[src/rtl/posit16_field_decoder.sv]
// rtl/posit16_field_decoder.sv - two-stage posit<16,ES> field decoder wrapping a 16-bit leading-zero counter

module posit16_lzc (
    input  logic [15:0] value,
    output logic [4:0]  count,
    output logic        all_zero
);

    // Scanning upward lets the highest set bit win; an all-zero word reports 16.
    always_comb begin
        count = 5'd16;
        for (int i = 0; i < 16; i++) begin
            if (value[i]) begin
                count = 5'(15 - i);
            end
        end
    end

    assign all_zero = (value == 16'd0);

endmodule

module posit16_field_decoder #(
    parameter int ES = 1
) (
    input  logic        clk,
    input  logic        rst_n,
    input  logic        in_valid,
    output logic        in_ready,
    input  logic [15:0] in_posit,
    output logic        out_valid,
    input  logic        out_ready,
    output logic        out_sign,
    output logic        out_zero,
    output logic        out_nar,
    output logic [7:0]  out_scale,
    output logic [12:0] out_frac
);

    if (ES < 0 || ES > 2) begin : g_es_check
        $error("posit16_field_decoder: ES must be in 0..2");
    end

    logic        s1_valid;
    logic        s1_sign;
    logic        s1_zero;
    logic        s1_nar;
    logic [14:0] s1_abs;

    logic        s2_load;
    logic [14:0] in_abs;

    assign s2_load  = !out_valid || out_ready;
    assign in_ready = !s1_valid || s2_load;

    // Only the low 15 bits of the magnitude carry information past the sign.
    assign in_abs = in_posit[15] ? (15'(~in_posit[14:0]) + 15'd1) : in_posit[14:0];

    always_ff @(posedge clk) begin
        if (!rst_n) begin
            s1_valid <= 1'b0;
            s1_sign  <= 1'b0;
            s1_zero  <= 1'b0;
            s1_nar   <= 1'b0;
            s1_abs   <= 15'd0;
        end else if (in_ready) begin
            s1_valid <= in_valid;
            if (in_valid) begin
                s1_sign <= in_posit[15];
                s1_zero <= (in_posit == 16'h0000);
                s1_nar  <= (in_posit == 16'h8000);
                s1_abs  <= in_abs;
            end
        end
    end

    logic        r0;
    logic [15:0] regime_vec;
    logic [4:0]  lzc_count;
    logic        lzc_zero;
    logic [1:0]  lzc_unused;
    logic [3:0]  m;
    logic [5:0]  k;
    logic [14:0] rem;
    logic [1:0]  e;
    logic [7:0]  scale;
    logic [12:0] frac;

    assign r0 = s1_abs[14];

    // The trailing sentinel bit bounds the run, so the count is always 1..15.
    assign regime_vec = r0 ? {~s1_abs, 1'b1} : {s1_abs, 1'b1};

    posit16_lzc u_lzc (
        .value    (regime_vec),
        .count    (lzc_count),
        .all_zero (lzc_zero)
    );

    assign lzc_unused = {lzc_zero, lzc_count[4]};
    assign m          = lzc_count[3:0];
    assign k          = r0 ? ({2'b00, m} - 6'd1) : (6'd0 - {2'b00, m});
    assign rem        = s1_abs << ({1'b0, m} + 5'd1);
    assign e          = 2'(rem >> (15 - ES));
    assign frac       = 13'(rem >> (2 - ES));
    assign scale      = ({{2{k[5]}}, k} << ES) + {6'd0, e};

    always_ff @(posedge clk) begin
        if (!rst_n) begin
            out_valid <= 1'b0;
            out_sign  <= 1'b0;
            out_zero  <= 1'b0;
            out_nar   <= 1'b0;
            out_scale <= 8'd0;
            out_frac  <= 13'd0;
        end else if (s2_load) begin
            out_valid <= s1_valid;
            if (s1_valid) begin
                out_sign  <= s1_sign;
                out_zero  <= s1_zero;
                out_nar   <= s1_nar;
                out_scale <= (s1_zero || s1_nar) ? 8'd0 : scale;
                out_frac  <= (s1_zero || s1_nar) ? 13'd0 : frac;
            end
        end
    end

endmodule
[config.mk]
export PLATFORM = sky130hd
export DESIGN_NAME = posit16_field_decoder
export DESIGN_NICKNAME = d
export VERILOG_FILES = /design/src/rtl/posit16_field_decoder.sv
export SDC_FILE = /design/constraint.sdc
export NUM_CORES = 1
export LEC_CHECK = 0
export ABC_AREA = 1
export CORE_AREA = 2 2 80 82
export DETAILED_ROUTE_END_ITERATION = 8
export DIE_AREA = 0 0 82 84
export PLACE_DENSITY_LB_ADDON = 0.3
export SLEW_MARGIN = 20
export SYNTH_ARGS = -nofsm -noshare
export SYNTH_HDL_FRONTEND = slang
export SYNTH_SLANG_ARGS = --single-unit
[constraint.sdc]
create_clock -name clk -period 3.5 [get_ports clk]
set_clock_uncertainty 0.15 [all_clocks]
set_input_delay 0.35 -clock clk [delete_from_list [all_inputs] [get_ports clk]]
set_output_delay 0.35 -clock clk [all_outputs]
set_load 0.01 [all_outputs]
---- Yosys cells after proc, flatten, opt, wreduce, memory -nomap -nowiden ----
Cells that the tools add are included.
Widths: inputs -> output; s select.
storage, ports and cells
  register bits after elaboration ......... 44
  output and inout bits ................... 26
operators by class
  add/sub/neg operators ................... 5
  equal/unequal tests ..................... 1
  shift operators ......................... 1
  multiplexer cells ....................... 21
  bitwise operators ....................... 2
  reductions and logical operators ........ 8
operators by type and width
  cell                   count
  $mux 4                 16
  $not 15->15            2
  $eq 16x16->1 const B   1
  $logic_not 16->1       1
  $mux 16                1
  $add 15x1->15 const B  1
  $mux 15                1
  $shl 15x5->15          1
  $mux 13                1
  $add 7x2->8            1
  $mux 8                 1
  $mux 6                 1
  $add 4x1->5 const B    1
  $sub 1x4->5 const A    1
  $sub 4x1->5 const B    1
  $reduce_and 2->1       2
  $logic_or 1x1->1       3
  $logic_not 1->1        2

---- Logic depth before layout (Yosys ltp) ----
Gate-level depths: netlist of run 1.
  depth after elaboration ................. 22
  gate-level depth with buffers ........... 27
  mapped depth without buffers ............ 25

---- Hierarchy ----
From an unflattened synthesis of run 1, not the netlist that was laid out.
second synthesis, totals
  cells, all modules ...................... 507
  area, all modules ....................... 3100.5 um2
by module, submodules not included
  module                 instances  cells an instance  area each (um2)
  posit16_field_decoder  1          458                2889.0
  posit16_lzc            1          49                 211.5

---- Worst setup path after synthesis of run 1 ----
No wires, ideal clock.
  kind .................................... register to register
  start ................................... register s1_abs[14]
  end ..................................... register out_scale[0]
  arrival ................................. 2.557 ns
  required time ........................... 3.218 ns
  slack ................................... 0.661 ns
  cell stages (with the launch flop) ...... 21
  path buffers ............................ 2
  period minus slack after synthesis ...... 2.839 ns
  path through ............................ dfxtp_1 > buf_6 > xnor2_1 > nand2_1 > nand2_1 > nand2_1 > nand2_1 > nand2_1 > nand2_1 > nand2_1 > nand2_1 > nand2_2 > a21boi_0 > ha_1 > inv_1 > clkbuf_1 > nand3_1 > nand3_1 > nand3_1 > nand3_1 > a21oi_1
between the ends
  word-level cells in the longest chain between the ends .. 20
  elaborated cells on any way between the ends .. 21
RTL lines
  what                      line  text
  start: declaration        48    logic [14:0] s1_abs;
  start signal: assignment  72    s1_abs <= in_abs;
  $mux 16                   92    assign regime_vec = r0 ? {~s1_abs, 1'b1} : {s1_abs, 1'b1};
  $mux 4 (15 in a row)      13    if (value[i]) begin
  $add 4x1->5               103   assign rem = s1_abs << ({1'b0, m} + 5'd1);
  $shl 15x5->15 (*)         103
  $add 7x2->8 (*)           106   assign scale = ({{2{k[5]}}, k} << ES) + {6'd0, e};
  $mux 8 (*)                122   out_scale <= (s1_zero || s1_nar) ? 8'd0 : scale;
  end signal: assignment    122
  end: declaration          36    output logic [7:0] out_scale,
Every way passes the cells marked *; elsewhere a longest branch is shown, timed or not.
A chain may end at the register's enable or synchronous reset.

---- Worst setup path after layout of run 1 ----
  start ................................... register s1_abs[14]
  end ..................................... register out_frac[0]
between the ends
  word-level cells in the longest chain between the ends .. 19
  elaborated cells on any way between the ends .. 20
RTL lines
  what                    line  text
  $mux 16                 92
  $mux 4 (15 in a row)    13
  $add 4x1->5             103
  $shl 15x5->15 (*)       103
  $mux 13 (*)             123   out_frac <= (s1_zero || s1_nar) ? 13'd0 : frac;
  end signal: assignment  123
  end: declaration        37    output logic [12:0] out_frac
Marked as above.

==> results of run 1 <==
==> registers in the layout, summed over array words and instances (netlist names) <==
name and cells:
s1_sign 1, out_valid 1, out_scale 6, s1_valid 1, out_nar 1, out_zero 1
s1_nar 1, out_sign 1, s1_zero 1, s1_abs 15, out_frac 13
==> final cells by class <==
class                   instances  area [µm²]
clock buffers                   7        76.3
fillers                       620        2620
inverters                      49         190
multi-input cells             339        1760
flip-flops and latches         42         842
well taps                      77        96.3
repair buffers                 54         518
==> stage by stage <==
stage	instance area, µm²	std cells	hold WS (ns)	power (mW)
after floorplan	2910	451	0.305	1.18
after global placement	3400	561	0.302	1.38
after detailed placement	3400	561	0.307	1.38
after CTS	3470	568	0.317	1.69
after global routing	3480	568	0.328	1.84
final	3480	568	0.314	1.68
==> kinds of logic after synthesis <==
logic type,Yosys count,share of synthesized area
AND/OR/NAND/NOR,245,0.381
buffers and inverters,70,0.109
flip-flops,42,0.289
XOR/XNOR,18,0.0631
adder cells (fa/ha/maj),4,0.0172
AO/OA/AOI/OAI,72,0.141
==> what timing repair did <==
| action | 4_1_cts | 5_1_grt |
|---|---|---|
| hold endpoints to repair | 0 | 0 |
| setup endpoints to repair | 0 | 8 |
| resized for setup | 0 | 2 |
==> synthesized netlist by cell type (3+ instances only) <==
cell type,instances
o211ai_1,3
buf_4,4
buf_6,3
clkbuf_1,11
o21ai_1,6
nand2_1,118
inv_1,42
xor2_1,12
nand2_2,5
nor3_1,9
a21oi_1,30
inv_2,6
xnor2_1,4
nand2_4,6
o221ai_1,5
nor2_1,31
ha_1,4
nand3_1,65
o21ai_0,19
dfxtp_1,42
==> worst min path at each step <==
| stage | startpoint | endpoint | slack [ns] | cells after the start |
|---|---|---|---|---|
| 2_1_floorplan | s1_zero | s1_zero | 0.31 | 2 |
| 3_5_place_dp | out_frac[5] | out_frac[5] | 0.31 | 2 |
| 5_1_grt | out_frac[7] | out_frac[7] | 0.33 | 2 |
| 3_3_place_gp | out_frac[1] | out_frac[1] | 0.30 | 2 |
| 6_report | out_frac[7] | out_frac[7] | 0.31 | 2 |
| 4_1_cts | out_frac[5] | out_frac[5] | 0.32 | 2 |
==> power by group through the flow <==
stage | logic (mW) | registers (mW) | clock network (mW)
after global placement | 0.801 | 0.577 | 0
final | 0.815 | 0.567 | 0.301
after detailed placement | 0.807 | 0.578 | 0
after global routing | 0.939 | 0.573 | 0.324
after CTS | 0.810 | 0.567 | 0.308
after floorplan | 0.602 | 0.581 | 0
==> worst max-delay path: stages, from the launching register on <==
cell,delay (ns)
dfxtp_2,0.49
xnor2_1,0.20
nand2_1,0.08
nand2_1,0.05
nand2_1,0.04
nand2_1,0.05
nand2_1,0.04
nand2_1,0.05
nand2_1,0.04
nand2_1,0.06
nand2_2,0.07
nand2_4,0.15
nand2_4,0.16
ha_1,0.25
or2_4,0.26
nand2_4,0.13
inv_2,0.14
nor2_4,0.13
inv_2,0.05
nor3_1,0.18
a21oi_1,0.06
nor2_1,0.08
==> per-layer routing <==
metal / wire (µm) / vias up
li1: - / 1559
met1: 3260 / 1348
met3: 391 / 8
met5: 0 / -
met4: 68 / 0
met2: 3310 / 64
==> out/results.tsv, run 1 <==
stage	metric	value	unit
status	status	finished, final reports clean	
final_layout	fin_util	0.571	
global_route	antenna_found_initial	0	
clock_tree	cts_setup_buffers	0	
global_route	grt_pass1_vias	2897	
worst_setup_path	crit_start	s1_abs[14]	
global_route	met3_usage	0.0465	
logic_synthesis	synth_cell_types	39	
worst_setup_path	arrival	3.08	ns
timing	min_period	3.00	ns
pwr	p_seq_frac	0.337	
global_route	grt_usage	0.229	
floorplanning	die_h	84	µm
floorplanning	coreArea	6100	µm²
clock_tree	clk_latency	0.29	ns
worst_setup_path	cp.required	3.58	ns
timing	fin_setup_tns	0	ns
worst_setup_path	crit_type	reg -> reg	
clock_tree	h-tree-depth	2	
timing	fin_ws	0.502	ns
timing	period_share	0.856	
floorplanning	start_util	0.478	
logic_synthesis	synth_nets	475	
detailed_routing	wl_per_cell	12.4	µm
pwr	leakage	1.58	nW
pwr	power.share.clock	0.179	
timing	rsz0062_at_grt	no	
logic_synthesis	syn_inst	451	
floorplanning	die_width	82	µm
worst_setup_path	cp-end-kind	flop	
final_layout	finalNetCount	515	
worst_setup_path	reg2reg_slack	0.50	ns
hold_path	hold_class	reg -> reg	
worst_setup_path	r2r_cells	21	
clock_tree	clockRootBuffer	clkbuf_8	
logic_synthesis	synth_edf_count	0	
clock_tree	clk_path_buf_depth	2	
worst_setup_path	endpoint	out_frac[0]	
clock_tree	clkTransAtPathRegs	0.08	ns
logic_synthesis	syn_area	2910	µm²
timing	fmax	0.334	GHz
pwr	p_sw	704	µW
placed_design	dp_hpwl	5470	µm
detailed_routing	first_iter_violations	159	
detailed_routing	wl	7030	µm
floorplanning	io_pins	46	
logic_synthesis	synth_ff_type	dfxtp_1	
logic_synthesis	seq_area_frac_synth	0.289	
global_route	grt_use_met2	0.377	
final_layout	drive_gt1_frac	0.0896	
floorplanning	die-area	6890	µm²
clock_tree	cts_tree	yes	
worst_setup_path	cp_max_fo	19	
final_layout	final_common_cell	nand2_1	
timing	setup_viol	0	
timing	hold_viol	0	
placed_design	gp_congestion	0.879	
global_route	grtUsageMet1	0.302	
logic_synthesis	postSynth.asyncResetShare	0	
timing	slew_viol_final	0	
global_route	grt_start_max_net_pins	26	
job	drv_cap	0	
detailed_routing	drc	0	
logic_synthesis	yosys.area.top_type	dfxtp_1	
global_route	grt_pass1_wl	12800	µm
global_route	grt-ovfl-total	0	
logic_synthesis	yosysWarnings	0	
logic_synthesis	synth_top_area_frac	0.289	
worst_setup_path	cp-start-kind	flop	
pwr	power_density	484	nW/µm²
detailed_routing	postRouteAntennaNets	0	
placed_design	numPortBuffers	45	
detailed_routing	first_pass_iters	4	
floorplanning	row_count	29	
pwr	p_int	980	µW
detailed_routing	dr_total_vias	2979	
logic_synthesis	synth.avg_cell_area	6.46	µm²
clock_tree	cts.sinks	42	
worst_setup_path	reg2reg_from	s1_abs[14]	
timing	relSlewSlack	0.608	
logic_synthesis	yosys_register_bits	42	
logic_synthesis	synthTopCellsByArea	dfxtp_1 (29%), nand2_1 (15%), nand3_1 (11%)	
clock_tree	cts_buffers	5	
placed_design	dp_slack	0.278	ns
final_layout	num_antenna_cells	0	
detailed_routing	via_per_inst	5.24	
pwr	peakVddDrop	0.000255	V
final_layout	layout_common_cells	nand2_1 (118), nand3_1 (65), clkdlybuf4s50_1 (45), inv_1 (41), dfxtp_1 (41)	
pwr	p_sw_frac	0.418	
worst_setup_path	r2r_end	out_frac[0]	
final_layout	syn_to_final_growth	19.4	%
timing	tightest_slew	0.587	ns
pwr	power_frac_comb	0.484	
clock_tree	hold_buffers	0	
global_route	busiest_layer	met2	
Power figures use the tool's default switching activity.
==> inputs of run 2 (changes only) <==
- MAX_ROUTING_LAYER: unset -> met4
==> out/results.tsv, run 2 (same netlist as run 1, synthesis figures left out) <==
stage	metric	value	unit
status	status	finished, final reports clean	
global_route	grt_pass1_wl	12400	µm
global_route	antenna_found_initial	0	
clock_tree	clk_path_buf_depth	2	
worst_setup_path	reg2reg_from	s1_abs[14]	
detailed_routing	wl	7160	µm
timing	rsz0062_at_grt	no	
floorplanning	coreArea	6100	µm²
final_layout	top_regs	s1_abs (15), out_frac (13), out_scale (6)	
clock_tree	clk_latency	0.28	ns
timing	setup_viol	0	
clock_tree	h-tree-depth	2	
placed_design	gp_congestion	0.914	
hold_path	holdCritStartpoint	out_scale[3]	
worst_setup_path	crit_type	reg -> reg	
timing	fmax	0.330	GHz
worst_setup_path	cp_max_fo	19	
timing	fin_setup_tns	0	ns
floorplanning	start_util	0.478	
final_layout	regMostFlops	s1_abs	
clock_tree	cts_buffers	5	
global_route	grt_pass1_vias	2748	
detailed_routing	postRouteAntennaNets	0	
worst_setup_path	cp.required	3.58	ns
detailed_routing	drc	0	
pwr	power_density	485	nW/µm²
clock_tree	cts_tree	yes	
timing	hold_viol	0	
floorplanning	die_h	84	µm
timing	slew_viol_final	0	
final_layout	final_area	3470	µm²
floorplanning	die-area	6890	µm²
timing	period_share	0.867	
detailed_routing	dr_total_vias	2955	
hold_path	hold_class	reg -> reg	
detailed_routing	first_pass_iters	4	
final_layout	syn_to_final_growth	19.2	%
pwr	leakage	1.58	nW
final_layout	final_common_cell	nand2_1	
global_route	grt_usage	0.233	
clock_tree	clockRootBuffer	clkbuf_8	
detailed_routing	first_iter_violations	139	
placed_design	dp_hpwl	5490	µm
final_layout	layout_common_cells	nand2_1 (118), nand3_1 (65), clkdlybuf4s50_1 (45), inv_1 (41), dfxtp_1 (41)	
clock_tree	clkTransAtPathRegs	0.08	ns
clock_tree	cts_setup_buffers	0	
final_layout	finalNetCount	514	
placed_design	numPortBuffers	45	
pwr	p_total	1.68	mW
detailed_routing	via_per_inst	5.21	
final_layout	num_antenna_cells	0	
timing	relSlewSlack	0.604	
timing	min_period	3.03	ns
worst_setup_path	arrival	3.11	ns
job	drv_cap	0	
worst_setup_path	crit_start	s1_abs[14]	
floorplanning	io_pins	46	
placed_design	placedInstanceArea	3390	µm²
global_route	grt_start_max_net_pins	26	
final_layout	drive_gt1_frac	0.0878	
clock_tree	cts.sinks	42	
timing	tightest_slew	0.594	ns
global_route	grt-ovfl-total	0	
final_layout	largest_reg_flops	15	
detailed_routing	wl_per_cell	12.6	µm
floorplanning	die_width	82	µm
floorplanning	row_count	29	
pwr	peakVddDrop	0.000287	V
worst_setup_path	cp-start-kind	flop	
worst_setup_path	cp-end-kind	flop	
[run 2: cell type report]
type	instances	area, µm²
Clock buffer	7	76.3
Fill cell	615	2630
Inverter	49	190
Multi-Input combinational cell	339	1760
Sequential cell	42	842
Tap cell	77	96.3
Timing Repair Buffer	53	510
[run 2: what timing repair did]
item                                    in CTS  in global routing
hold buffers                                 0                  0
resized for setup                            0                  2
endpoints found under the setup margin       0                 10
[run 2: critical path: stages (launching register included)]
cell and delay, ns:
dfxtp_2 0.49, xnor2_1 0.21, nand2_1 0.08, nand2_1 0.06, nand2_1 0.05, nand2_1 0.05, nand2_1 0.04, nand2_1 0.05
nand2_1 0.04, nand2_1 0.06, nand2_2 0.07, nand2_4 0.14, nand2_4 0.16, ha_1 0.25, or2_4 0.26, nand2_4 0.14
inv_2 0.14, nor2_4 0.13, inv_2 0.05, nor3_1 0.19, a21oi_1 0.06, nor2_1 0.08
[run 2: metal layers]
| layer | global-route usage | vias up | routed length, µm |
|---|---|---|---|
| li1 | - | 1550 | - |
| met1 | 0.303 | 1344 | 3470 |
| met2 | 0.373 | 51 | 3390 |
| met3 | 0.0379 | 10 | 205 |
| met4 | 0.0591 | 0 | 93 |
| met5 | - | - | 0 |
[run 2: power by group]
part           internal (mW)  switching [mW]  total (mW)
sequential             0.527          0.0397       0.566
combinational          0.313           0.511       0.824
clock                  0.138           0.155       0.293
total                  0.977           0.705        1.68
[run 2: stage by stage]
step,utilization,hold slack [ns],setup slack [ns],cells
global route,0.569,0.336,0.141,567
detailed placement,0.556,0.305,0.248,560
finish,0.569,0.315,0.467,567
global placement,0.556,0.302,0.347,560
CTS,0.569,0.317,0.239,567
floorplan,-,0.305,0.661,451
[run 2: path summary, 6_finish.rpt]
check | end | slack (ns) | cells past startpoint
worst max-delay path | out_frac[0] | 0.47 | 21
worst min-delay path | out_scale[3] | 0.32 | 2
worst max register to register | out_frac[0] | 0.47 | 21
worst min register to register | out_scale[3] | 0.32 | 2
